[config.mk]
export PLATFORM = sky130hd
export DESIGN_NAME = dff_mem_arbiter
export DESIGN_NICKNAME = d
export VERILOG_FILES = /design/src/rtl/dff_mem_arbiter.sv
export SDC_FILE = /design/constraint.sdc
export NUM_CORES = 1
export LEC_CHECK = 0
export CAP_MARGIN = 10
export CORE_ASPECT_RATIO = 1.4
export CORE_MARGIN = 1
export CORE_UTILIZATION = 45
export CTS_CLUSTER_SIZE = 24
export DETAILED_ROUTE_END_ITERATION = 10
export PLACE_DENSITY = 0.84
export SLEW_MARGIN = 20
export SYNTH_ARGS = -nofsm -noshare
export SYNTH_HDL_FRONTEND = slang
export SYNTH_SLANG_ARGS = --single-unit
[constraint.sdc]
create_clock -name clk -period 3.8 [get_ports clk]
set_clock_uncertainty 0.15 [all_clocks]
set_input_delay 0.95 -clock clk [delete_from_list [all_inputs] [get_ports clk]]
set_output_delay 0.95 -clock clk [all_outputs]
set_load 0.005 [all_outputs]
[src/rtl/dff_mem_arbiter.sv]
`default_nettype none
// ============================================================================
//  Module   : dff_mem_arbiter
//  Function : Two-port round-robin arbiter/sequencer in front of a 16x8 DFF
//             RAM. Serialises single-word read/write transactions from
//             requesters A and B onto the RAM pins. Each requester gets a
//             one-cycle ack pulse, and read data is returned with that ack.
//  Options  : DFF_ARB_STATS_EN adds the per-requester saturating grant
//             counters a_cnt / b_cnt.
//  Revision : 1.0  initial release
// ============================================================================
module dff_mem_arbiter #(
  parameter int AW     = 4,
  parameter int DW     = 8,
  parameter int RD_LAT = 1
) (
  input  logic          clk,
  input  logic          rst_n,
  input  logic          ena,
  input  logic          a_req,
  input  logic          a_we,
  input  logic [AW-1:0] a_addr,
  input  logic [DW-1:0] a_wdata,
  output logic          a_ack,
  output logic [DW-1:0] a_rdata,
  input  logic          b_req,
  input  logic          b_we,
  input  logic [AW-1:0] b_addr,
  input  logic [DW-1:0] b_wdata,
  output logic          b_ack,
  output logic [DW-1:0] b_rdata,
  output logic          mem_ce_n,
  output logic          mem_lr_n,
  output logic [AW-1:0] mem_addr,
  output logic [DW-1:0] mem_wdata,
  input  logic [DW-1:0] mem_rdata,
  output logic          busy
`ifdef DFF_ARB_STATS_EN
  ,
  output logic [7:0]    a_cnt,
  output logic [7:0]    b_cnt
`endif
);

  typedef enum logic [1:0] {
    S_IDLE   = 2'd0,
    S_ACCESS = 2'd1,
    S_WAIT   = 2'd2,
    S_ACK    = 2'd3
  } state_e;

  // Value of the wait counter during the final WAIT cycle
  localparam logic [1:0] LAST_WAIT = 2'((RD_LAT > 0) ? (RD_LAT - 1) : 0);

  state_e          state_q, state_d;
  logic [1:0]      wcnt_q, wcnt_d;
  logic            owner_q;      // 0 = A, 1 = B
  logic            we_q;
  logic [AW-1:0]   addr_q;
  logic [DW-1:0]   wdata_q;
  logic            prefer_b_q;   // round-robin pointer, 1 = B wins a tie
  logic [DW-1:0]   a_rdata_q;
  logic [DW-1:0]   b_rdata_q;

  logic            grant;
  logic            grant_b;
  logic            capture;
  logic            mem_active;

  // Next-state, grant decision and read-capture strobe
  always_comb begin
    state_d = state_q;
    wcnt_d  = wcnt_q;
    grant   = 1'b0;
    grant_b = 1'b0;
    capture = 1'b0;
    case (state_q)
      S_IDLE: begin
        if (ena && (a_req || b_req)) begin
          grant   = 1'b1;
          // B wins when it is alone, or when both ask and the pointer favours B
          grant_b = b_req && (!a_req || prefer_b_q);
          state_d = S_ACCESS;
        end
      end
      S_ACCESS: begin
        if (we_q) begin
          state_d = S_ACK;
        end else if (RD_LAT == 0) begin
          capture = 1'b1;
          state_d = S_ACK;
        end else begin
          wcnt_d  = 2'd0;
          state_d = S_WAIT;
        end
      end
      S_WAIT: begin
        if (wcnt_q == LAST_WAIT) begin
          capture = 1'b1;
          state_d = S_ACK;
        end else begin
          wcnt_d = wcnt_q + 2'd1;
        end
      end
      S_ACK: begin
        state_d = S_IDLE;
      end
      default: begin
        state_d = S_IDLE;
      end
    endcase
  end

  // State register and wait counter
  always_ff @(posedge clk or negedge rst_n) begin
    if (!rst_n) begin
      state_q <= S_IDLE;
      wcnt_q  <= 2'd0;
    end else begin
      state_q <= state_d;
      wcnt_q  <= wcnt_d;
    end
  end

  // Latch the winning request's fields and advance the round-robin pointer on grant
  always_ff @(posedge clk or negedge rst_n) begin
    if (!rst_n) begin
      owner_q    <= 1'b0;
      we_q       <= 1'b0;
      addr_q     <= '0;
      wdata_q    <= '0;
      prefer_b_q <= 1'b0;
    end else if (grant) begin
      owner_q    <= grant_b;
      we_q       <= grant_b ? b_we    : a_we;
      addr_q     <= grant_b ? b_addr  : a_addr;
      wdata_q    <= grant_b ? b_wdata : a_wdata;
      prefer_b_q <= !grant_b;
    end
  end

  // Capture RAM read data into the owning requester's holding register
  always_ff @(posedge clk or negedge rst_n) begin
    if (!rst_n) begin
      a_rdata_q <= '0;
      b_rdata_q <= '0;
    end else if (capture) begin
      if (owner_q) begin
        b_rdata_q <= mem_rdata;
      end else begin
        a_rdata_q <= mem_rdata;
      end
    end
  end

  // RAM is driven during ACCESS and every WAIT cycle; address/data always track the latched request
  assign mem_active = (state_q == S_ACCESS) || (state_q == S_WAIT);
  assign mem_ce_n   = !mem_active;
  assign mem_lr_n   = mem_active ? !we_q : 1'b1;
  assign mem_addr   = addr_q;
  assign mem_wdata  = wdata_q;

  assign a_ack   = (state_q == S_ACK) && !owner_q;
  assign b_ack   = (state_q == S_ACK) &&  owner_q;
  assign a_rdata = a_rdata_q;
  assign b_rdata = b_rdata_q;
  assign busy    = (state_q != S_IDLE);

`ifdef DFF_ARB_STATS_EN
  logic [7:0] a_cnt_q;
  logic [7:0] b_cnt_q;

  // Saturating per-requester grant counters
  always_ff @(posedge clk or negedge rst_n) begin
    if (!rst_n) begin
      a_cnt_q <= 8'd0;
      b_cnt_q <= 8'd0;
    end else if (grant) begin
      if (!grant_b && (a_cnt_q != 8'hFF)) begin
        a_cnt_q <= a_cnt_q + 8'd1;
      end
      if (grant_b && (b_cnt_q != 8'hFF)) begin
        b_cnt_q <= b_cnt_q + 8'd1;
      end
    end
  end

  assign a_cnt = a_cnt_q;
  assign b_cnt = b_cnt_q;
`endif

endmodule
`default_nettype wire

==> impl_metrics.yaml, run 1 <==
detailed_routing:
  ant_nets: 0
  detail_route.wl_per_cell_um: 13.3
  first_pass_iters: 4
  wl_um: 3560
  vias: 1349
  drc: 0
  drt_iter0_markers: 16
  via_per_inst: 5.05
placement:
  io_buffers: 71
  gp_congestion: 0.735
  numPlacedInstances: 259
  hpwl_um: 2830
  place_area_mm2: 0.00244
  place_ws_ns: 0.988
synth:
  ys_ff_latch: 35
  async_flop_share: 1.00
  synthXorXnorAreaFrac: 0
  muxShareOfSynthArea: 0.117
  synthesis.nets: 195
  ys_seq_area_frac: 0.512
  syn_inst: 151
  yosysWarnings: 0
  synth_simple_gate_area_frac: 0.110
  syn_area_per_cell_um2: 11.3
  synth_top_family_by_area: "compound AO/OA/AOI/OAI gates"
  ys.flop_type: "dfrtp_1"
  synthAdderAreaFrac: 0.0366
  synth_compound_area_frac: 0.171
  ys_types: 29
  synth_area_mm2: 0.00171
  synth_edf_count: 0
clock_network:
  cts_hold_repair.buffers: 0
  cts_inserted_buffers: 5
  cts_tree: "built"
  cts_resized: 0
  cts.path.max_buffers: 2
  clock-sinks: 35
  cts_setup_buffers: 0
  clkTransAtPathRegs_ns: 0.07
  insertion_delay_ns: 0.29
  h-tree-depth: 2
  root_buffer: "clkbuf_8"
setup_path:
  worstPathArrival_ns: 1.68
  crit_path_frequent_cell: "inv_1"
  cpPeakStageDelay_ns: 0.50
  end_kind: "output port"
  crit_required_ns: 2.70
  slowest_stage: "clkdlybuf4s50_1"
  path_delay_family: "buffers and inverters"
  crit_chain: "inv_1 -> ha_1 -> inv_1 -> clkdlybuf4s50_1"
  worst-path-buf-inv: 3
  cp-start-kind: "flip-flop"
  crit_fanout: 4
  worst-setup-path-type: "flip-flop to output port"
sta:
  setup_violations: 0
  finalCritPeriodShare: 0.733
  hold_violations: 0
  worst_pin_slew_ns: 0.476
  slew_viol_final: 0
  tns_ns: 0
  holdWs_ns: 0.339
  setup_slack_ns: 1.02
  fmax_mhz: 359
  rsz0062_at_grt: "no"
  finalCriticalPeriod_ns: 2.78
  relSlewSlack: 0.683
cells_and_area:
  fin_util: 0.702
  stdcell_count: 267
  areaGrowthSynthToFinish_pct: 49.5
  final_net_count: 268
  diodes: 0
  final_layout_size_suffix_gt1_frac: 0.173
  stdcell_area_mm2: 0.00256
power:
  ir_worst_vdd_mv: 0.449
  leakage_nw: 1.05
  power_density_mw_per_mm2: 745
  power_mw: 1.90
run_status:
  status: "complete, no violations"
floorplanning:
  fp.coreArea_mm2: 0.00364
  rows: 26
  dieArea_mm2: 0.00405
  floorplan.io_pins: 72
  fp.dieH_um: 74.9
  die_w_um: 54.1
  start_util: 0.469
global_routing:
  grt_pass1_vias: 1351
  antenna_found_initial: 0
  grt_pass1_wl_um: 5810
  groute.usage.overall: 0.206
  grt_max_degree: 36
  overflow: 0
min_path:
  hp-class: "flip-flop to flip-flop"
job:
  cap_violations: 0
[state kept, by name, summed over array words and instances, names as in the netlist]
register	count
b_rdata	8
owner_q	1
a_rdata	8
we_q	1
mem_wdata	8
state_q	2
prefer_b_q	1
mem_addr	4
wcnt_q	2
[cell type report]
cell class,instances,area [um2]
Clock inverter,2,35.0
Inverter,9,33.8
Clock buffer,6,82.6
Sequential cell,35,876
Timing Repair Buffer,74,733
Multi-Input combinational cell,99,743
Tap cell,42,52.6
Fill cell,282,1090
[cells by family after synthesis]
logic type | count (synthesis)
AO/OA/AOI/OAI | 38
adder cells (fa/ha/maj) | 5
buffers and inverters | 17
flip-flops | 35
multiplexers | 18
AND/OR/NAND/NOR | 38
[report_power, final]
group | switching [mW] | internal, mW | leakage, nW | total (mW)
logic | 0.331 | 0.569 | 0.583 | 0.900
clock network | 0.128 | 0.212 | 0.0612 | 0.340
registers | 0.110 | 0.555 | 0.406 | 0.665
total | 0.569 | 1.34 | 1.05 | 1.90
[worst paths after layout]
path | start | to | slack, ns | cells past startpoint
setup reg to reg | state_q[1] | mem_wdata[2] | 1.76 | 6
setup / recovery | state_q[0] | mem_ce_n | 1.02 | 4
min in group asynchronous | rst_n | state_q[1] | 0.92 | 2
max in group asynchronous | rst_n | a_rdata[2] | 2.28 | 2
hold reg to reg | wcnt_q[0] | wcnt_q[0] | 0.34 | 1
hold / removal | wcnt_q[0] | wcnt_q[0] | 0.34 | 1
[routing by layer]
layer,share of wire,vias up,wire length [um],GRT usage
met5,0,-,0,0
met4,0.021,0,76,0.0940
met3,0.088,7,315,0.0848
met2,0.51,72,1810,0.344
met1,0.38,588,1360,0.223
li1,-,682,-,-
[synthesized netlist by cell type, types with 2 or more instances]
| master | count | area, um2 |
|---|---|---|
| mux2_2 | 16 | 180 |
| buf_2 | 3 | 15.0 |
| a21oi_1 | 2 | 10.0 |
| o2bb2ai_1 | 2 | 17.5 |
| a31oi_2 | 10 | 125 |
| nand3_1 | 14 | 70.1 |
| o21ai_0 | 15 | 75.1 |
| inv_1 | 9 | 33.8 |
| nor2_1 | 14 | 52.6 |
| nand3_2 | 2 | 20.0 |
| a31oi_1 | 3 | 18.8 |
| nor2b_1 | 2 | 12.5 |
| mux2i_1 | 2 | 20.0 |
| dfrtp_1 | 35 | 876 |
| buf_6 | 3 | 33.8 |
| ha_1 | 5 | 62.6 |
| nand2_1 | 2 | 7.51 |
[layout by cell type, fill, tap and decap left out, types with 5 or more instances in the layout]
| cell type | count |
|---|---|
| clkdlybuf4s50_1 | 71 |
| dfrtp_1 | 35 |
| mux2_2 | 16 |
| o21ai_0 | 15 |
| nand3_1 | 14 |
| nor2_1 | 14 |
| a31oi_2 | 10 |
| inv_1 | 9 |
| clkbuf_8 | 6 |
| ha_1 | 5 |
(Power assumes the default switching activity.)
==> run 2, diff against run 1 <==
--- a/config.mk
+++ b/config.mk
@@ -8,10 +8,10 @@
 export CAP_MARGIN = 10
 export CORE_ASPECT_RATIO = 1.4
 export CORE_MARGIN = 1
-export CORE_UTILIZATION = 45
+export CORE_UTILIZATION = 38
 export CTS_CLUSTER_SIZE = 24
 export DETAILED_ROUTE_END_ITERATION = 10
-export PLACE_DENSITY = 0.84
+export PLACE_DENSITY = 0.76
 export SLEW_MARGIN = 20
 export SYNTH_ARGS = -nofsm -noshare
 export SYNTH_HDL_FRONTEND = slang
==> constraint.sdc (replaced) <==
create_clock -name clk -period 2.5 [get_ports clk]
set_clock_uncertainty 0.15 [all_clocks]
set_input_delay 0.625 -clock clk [delete_from_list [all_inputs] [get_ports clk]]
set_output_delay 0.625 -clock clk [all_outputs]
set_load 0.005 [all_outputs]
==> run 2 against run 1 <==
Against the previous run:
- utilization decreased by 8.5 points
- critical path depth unchanged
- critical endpoint is now mem_lr_n
- die area increased by 18%
- final area increased by 3.1%
- largest cell class unchanged
==> impl_metrics.yaml, run 2 (same netlist as run 1, synthesis figures left out) <==
power:
  pwr-share-seq: 0.328
  comb_power_share: 0.477
  leakage_nw: 1.07
  p_switching_uw: 888
  power_density_mw_per_mm2: 1160
  intPower_mw: 2.17
  clkPwrFrac: 0.195
  netSwitchingFraction: 0.291
  ir_worst_vdd_mv: 0.415
global_routing:
  groute.usage.overall: 0.170
  antenna_found_initial: 0
  grt_pass1_wl_um: 6120
  grt_max_degree: 36
  overflow: 0
  grt_pass1_vias: 1389
sta:
  holdWs_ns: 0.273
  rsz0062_at_grt: "no"
  finalCritPeriodShare: 0.961
  relSlewSlack: 0.476
  hold_violations: 0
  finalCriticalPeriod_ns: 2.40
  slew_viol_final: 0
  fmax_mhz: 416
  worst_pin_slew_ns: 0.786
  setup_violations: 0
  tns_ns: 0
cells_and_area:
  final_net_count: 271
  final_common_cell: "clkdlybuf4s50_1"
  stdcell_area_mm2: 0.00264
  most-common-layout-cells: "clkdlybuf4s50_1, dfrtp_1, mux2_2"
  seq_area_um2: 876
  final_layout_size_suffix_gt1_frac: 0.197
  multiInputGateArea_um2: 756
  areaGrowthSynthToFinish_pct: 54.1
  diodes: 0
  fillCellCount: 363
setup_path:
  r2r_setup_slack_ns: 0.76
  cpPeakStageDelay_ns: 0.50
  crit_required_ns: 1.73
  slowest_stage: "clkdlybuf4s50_1"
  worstPathArrival_ns: 1.63
  cp-start-kind: "flip-flop"
  crit_chain: "inv_1 -> ha_4 -> nand2_1 -> clkdlybuf4s50_1"
  end_kind: "output port"
  crit_fanout: 4
  worst-setup-path-type: "flip-flop to output port"
floorplanning:
  rows: 28
  die_w_um: 58.7
  fp.coreArea_mm2: 0.00427
  floorplan.io_pins: 72
  dieArea_mm2: 0.00478
  fp.dieH_um: 81.4
  start_util: 0.400
clock_network:
  h-tree-depth: 2
  cts.path.max_buffers: 2
  clkTransAtPathRegs_ns: 0.07
  cts_hold_repair.buffers: 0
  insertion_delay_ns: 0.28
  cts_tree: "built"
  clock-sinks: 35
  root_buffer: "clkbuf_8"
  cts_inserted_buffers: 5
detailed_routing:
  via_per_inst: 4.91
  wl_um: 3740
  vias: 1414
  ant_nets: 0
  first_pass_iters: 4
  detail_route.wl_per_cell_um: 13.0
  drc: 0
  drt_iter0_markers: 47
job:
  cap_violations: 0
placement:
  place_area_mm2: 0.00247
  io_buffers: 71
  hpwl_um: 2770
  gp_congestion: 0.799
min_path:
  hp-class: "primary input to async pin"
run_status:
  status: "complete, no violations"
==> run 2: metal layers <==
metal | GRT usage | vias to the layer above | share of wire
met5 | 0 | - | 0
met4 | 0.0595 | 0 | 0.012
met3 | 0.0494 | 4 | 0.063
met2 | 0.310 | 57 | 0.52
met1 | 0.185 | 664 | 0.40
li1 | - | 689 | -
==> run 2: final cells by class <==
cell class              count  share of cell area
flip-flops and latches     35               0.332
repair buffers             77               0.290
clock buffers               6              0.0275
well taps                  60              0.0285
inverters                   9              0.0128
clock inverters             2              0.0228
multi-input cells          99               0.287
==> run 2: worst paths after layout <==
| check | start | endpoint | depth (start not counted) |
|---|---|---|---|
| max in group asynchronous | rst_n | state_q[0] | 1 |
| min in group clk | wcnt_q[0] | wcnt_q[0] | 1 |
| hold / removal | rst_n | wcnt_q[1] | 1 |
| setup reg to reg | state_q[0] | we_q | 6 |
| hold reg to reg | wcnt_q[0] | wcnt_q[0] | 1 |
| setup / recovery | state_q[0] | mem_lr_n | 4 |
==> run 2: power by group through the flow <==
| stage | Combinational, mW | Sequential (mW) | Clock [mW] |
|---|---|---|---|
| floorplan | 0.643 | 1.01 | 0 |
| global placement | 1.37 | 1.00 | 0 |
| detailed placement | 1.40 | 1.02 | 0 |
| CTS | 1.41 | 1.01 | 0.611 |
| global route | 1.60 | 1.04 | 0.634 |
| finish | 1.46 | 1.00 | 0.595 |
==> run 2: critical path, delay by kind of cell, from the launching register on <==
kind	cells	cell delay (ns)
adder cells (fa/ha/maj)	1	0.23
buffers and inverters	2	0.66
AND/OR/NAND/NOR	1	0.05
flip-flops	1	0.42
==> run 2: per-stage QoR <==
step	power, mW	std cells	worst slack, ns	utilization
after global routing	3.27	288	0.0246	0.617
after global placement	2.37	277	0.356	0.578
after floorplan	1.65	151	0.914	-
final	3.05	288	0.0987	0.617
after CTS	3.03	285	0.0322	0.609
after detailed placement	2.42	277	0.344	0.578
==> run 2: repair_timing <==
action                     in CTS  in global routing
gates resized for setup         0                  3
buffers inserted                0                  3
setup endpoints to repair       0                  2
==> run 3, diff against run 2 <==
--- a/config.mk
+++ b/config.mk
@@ -11,7 +11,9 @@
 export CORE_UTILIZATION = 38
 export CTS_CLUSTER_SIZE = 24
 export DETAILED_ROUTE_END_ITERATION = 10
+export MAX_ROUTING_LAYER = met4
 export PLACE_DENSITY = 0.76
+export RECOVER_POWER = 25
 export SLEW_MARGIN = 20
 export SYNTH_ARGS = -nofsm -noshare
 export SYNTH_HDL_FRONTEND = slang
==> run 3 against run 2 <==
Against the previous run:
- maximum frequency is essentially flat
- critical endpoint unchanged
- utilization is the same
- clock power is essentially flat
- worst hold slack gained 0.030 ns
- count of clock-buffer cells in the layout is the same
- via count is the same
- routed wire length is the same
- setup slack is essentially flat
- non-clock buffer count is the same
- power is essentially flat
- critical path depth is the same
- register-to-register slack is essentially flat
==> impl_metrics.yaml, run 3 (same netlist as run 1, synthesis figures left out) <==
floorplanning:
  fp.dieH_um: 81.4
  fp.coreArea_mm2: 0.00427
  start_util: 0.400
  floorplan.io_pins: 72
  die_w_um: 58.7
  dieArea_mm2: 0.00478
  rows: 28
detailed_routing:
  via_per_inst: 4.91
  drc: 0
  first_pass_iters: 4
  drt_iter0_markers: 47
  wl_um: 3740
  ant_nets: 0
  vias: 1414
  detail_route.wl_per_cell_um: 13.0
global_routing:
  grt_max_degree: 36
  overflow: 0
  antenna_found_initial: 0
  groute.usage.overall: 0.175
  grt_pass1_wl_um: 6110
  grt_pass1_vias: 1390
sta:
  hold_violations: 0
  slew_viol_final: 0
  fmax_mhz: 416
  finalCritPeriodShare: 0.961
  finalCriticalPeriod_ns: 2.40
  relSlewSlack: 0.414
  worst_pin_slew_ns: 0.879
  tns_ns: 0
  setup_violations: 0
  rsz0062_at_grt: "no"
placement:
  io_buffers: 71
  gp_congestion: 0.811
  hpwl_um: 2770
clock_network:
  insertion_delay_ns: 0.28
  clock-sinks: 35
  cts_tree: "built"
  cts_inserted_buffers: 5
  clkTransAtPathRegs_ns: 0.07
  root_buffer: "clkbuf_8"
  h-tree-depth: 2
  cts.path.max_buffers: 2
run_status:
  status: "complete, no violations"
setup_path:
  worstPathArrival_ns: 1.63
  end_kind: "output port"
  crit_fanout: 4
  worst-setup-path-type: "flip-flop to output port"
  crit_required_ns: 1.73
  cp-start-kind: "flip-flop"
power:
  ir_worst_vdd_mv: 0.415
  power_mw: 3.05
  leakage_nw: 1.07
  power_density_mw_per_mm2: 1160
cells_and_area:
  final_net_count: 271
  areaGrowthSynthToFinish_pct: 54.1
  fillCellCount: 363
  most-common-layout-cells: "clkdlybuf4s50_1, dfrtp_1, mux2_2"
  final_common_cell: "clkdlybuf4s50_1"
  final_layout_size_suffix_gt1_frac: 0.197
  diodes: 0
min_path:
  hp-class: "primary input to async pin"
job:
  cap_violations: 0
run 3: cell types whose count changed in the layout (fill, tap and decap cells not counted), sizes merged:
| cell | previous run | this run |
|---|---|---|
| buf | 7 | 6 |
| clkbuf | 6 | 7 |
run 3: layer usage:
| metal | share of wire | wire [um] | track usage |
|---|---|---|---|
| met1 | 0.41 | 1520 | 0.187 |
| met2 | 0.52 | 1950 | 0.310 |
| met3 | 0.059 | 220 | 0.0462 |
| met4 | 0.012 | 44 | 0.0595 |
| met5 | 0 | 0 | - |
run 3: where the power goes:
part,internal [mW],switching [mW],total (mW)
Combinational,0.924,0.533,1.46
Sequential,0.842,0.159,1.00
Clock,0.399,0.197,0.595
run 3: worst max-delay path: stages, from the launching register on:
cell and delay [ns]:
dfrtp_1 0.42, inv_1 0.16, ha_4 0.23, nand2_1 0.05, clkdlybuf4s50_1 0.50
run 3: timing repair:
item	in CTS	in global routing
gates resized for setup	0	3
endpoints found under the setup margin	0	2
setup buffers	0	3
hold buffers	0	0
run 3: area by class of cell:
type	count	area, um2	share of cell area
clock buffers	6	72.6	0.0275
inverters	9	33.8	0.0128
flip-flops and latches	35	876	0.332
clock inverters	2	60.1	0.0228
well taps	60	75.1	0.0285
multi-input cells	99	756	0.287
repair buffers	77	763	0.290
run 3: path summary, 6_finish.rpt:
path / startpoint / end / cells past startpoint / slack [ns]
min: rst_n / wcnt_q[1] / 1 / 0.30
max in group asynchronous: rst_n / state_q[0] / 1 / 1.35
min in group clk: wcnt_q[0] / wcnt_q[0] / 1 / 0.35
max: state_q[0] / mem_lr_n / 4 / 0.1
max reg2reg: state_q[0] / we_q / 6 / 0.76
min reg2reg: wcnt_q[0] / wcnt_q[0] / 1 / 0.35
run 3: through the flow:
| stage | cells | instance area (um2) | utilization | hold slack [ns] | setup WS (ns) |
|---|---|---|---|---|---|
| finish | 288 | 2640 | 0.617 | 0.303 | 0.0986 |
| global route | 288 | 2640 | 0.617 | 0.368 | 0.0246 |
| floorplan | 151 | 1710 | - | 0.179 | 0.914 |
| detailed placement | 277 | 2470 | 0.578 | 0.340 | 0.344 |
| global placement | 277 | 2470 | 0.578 | 0.325 | 0.356 |
| CTS | 285 | 2600 | 0.609 | 0.301 | 0.0322 |
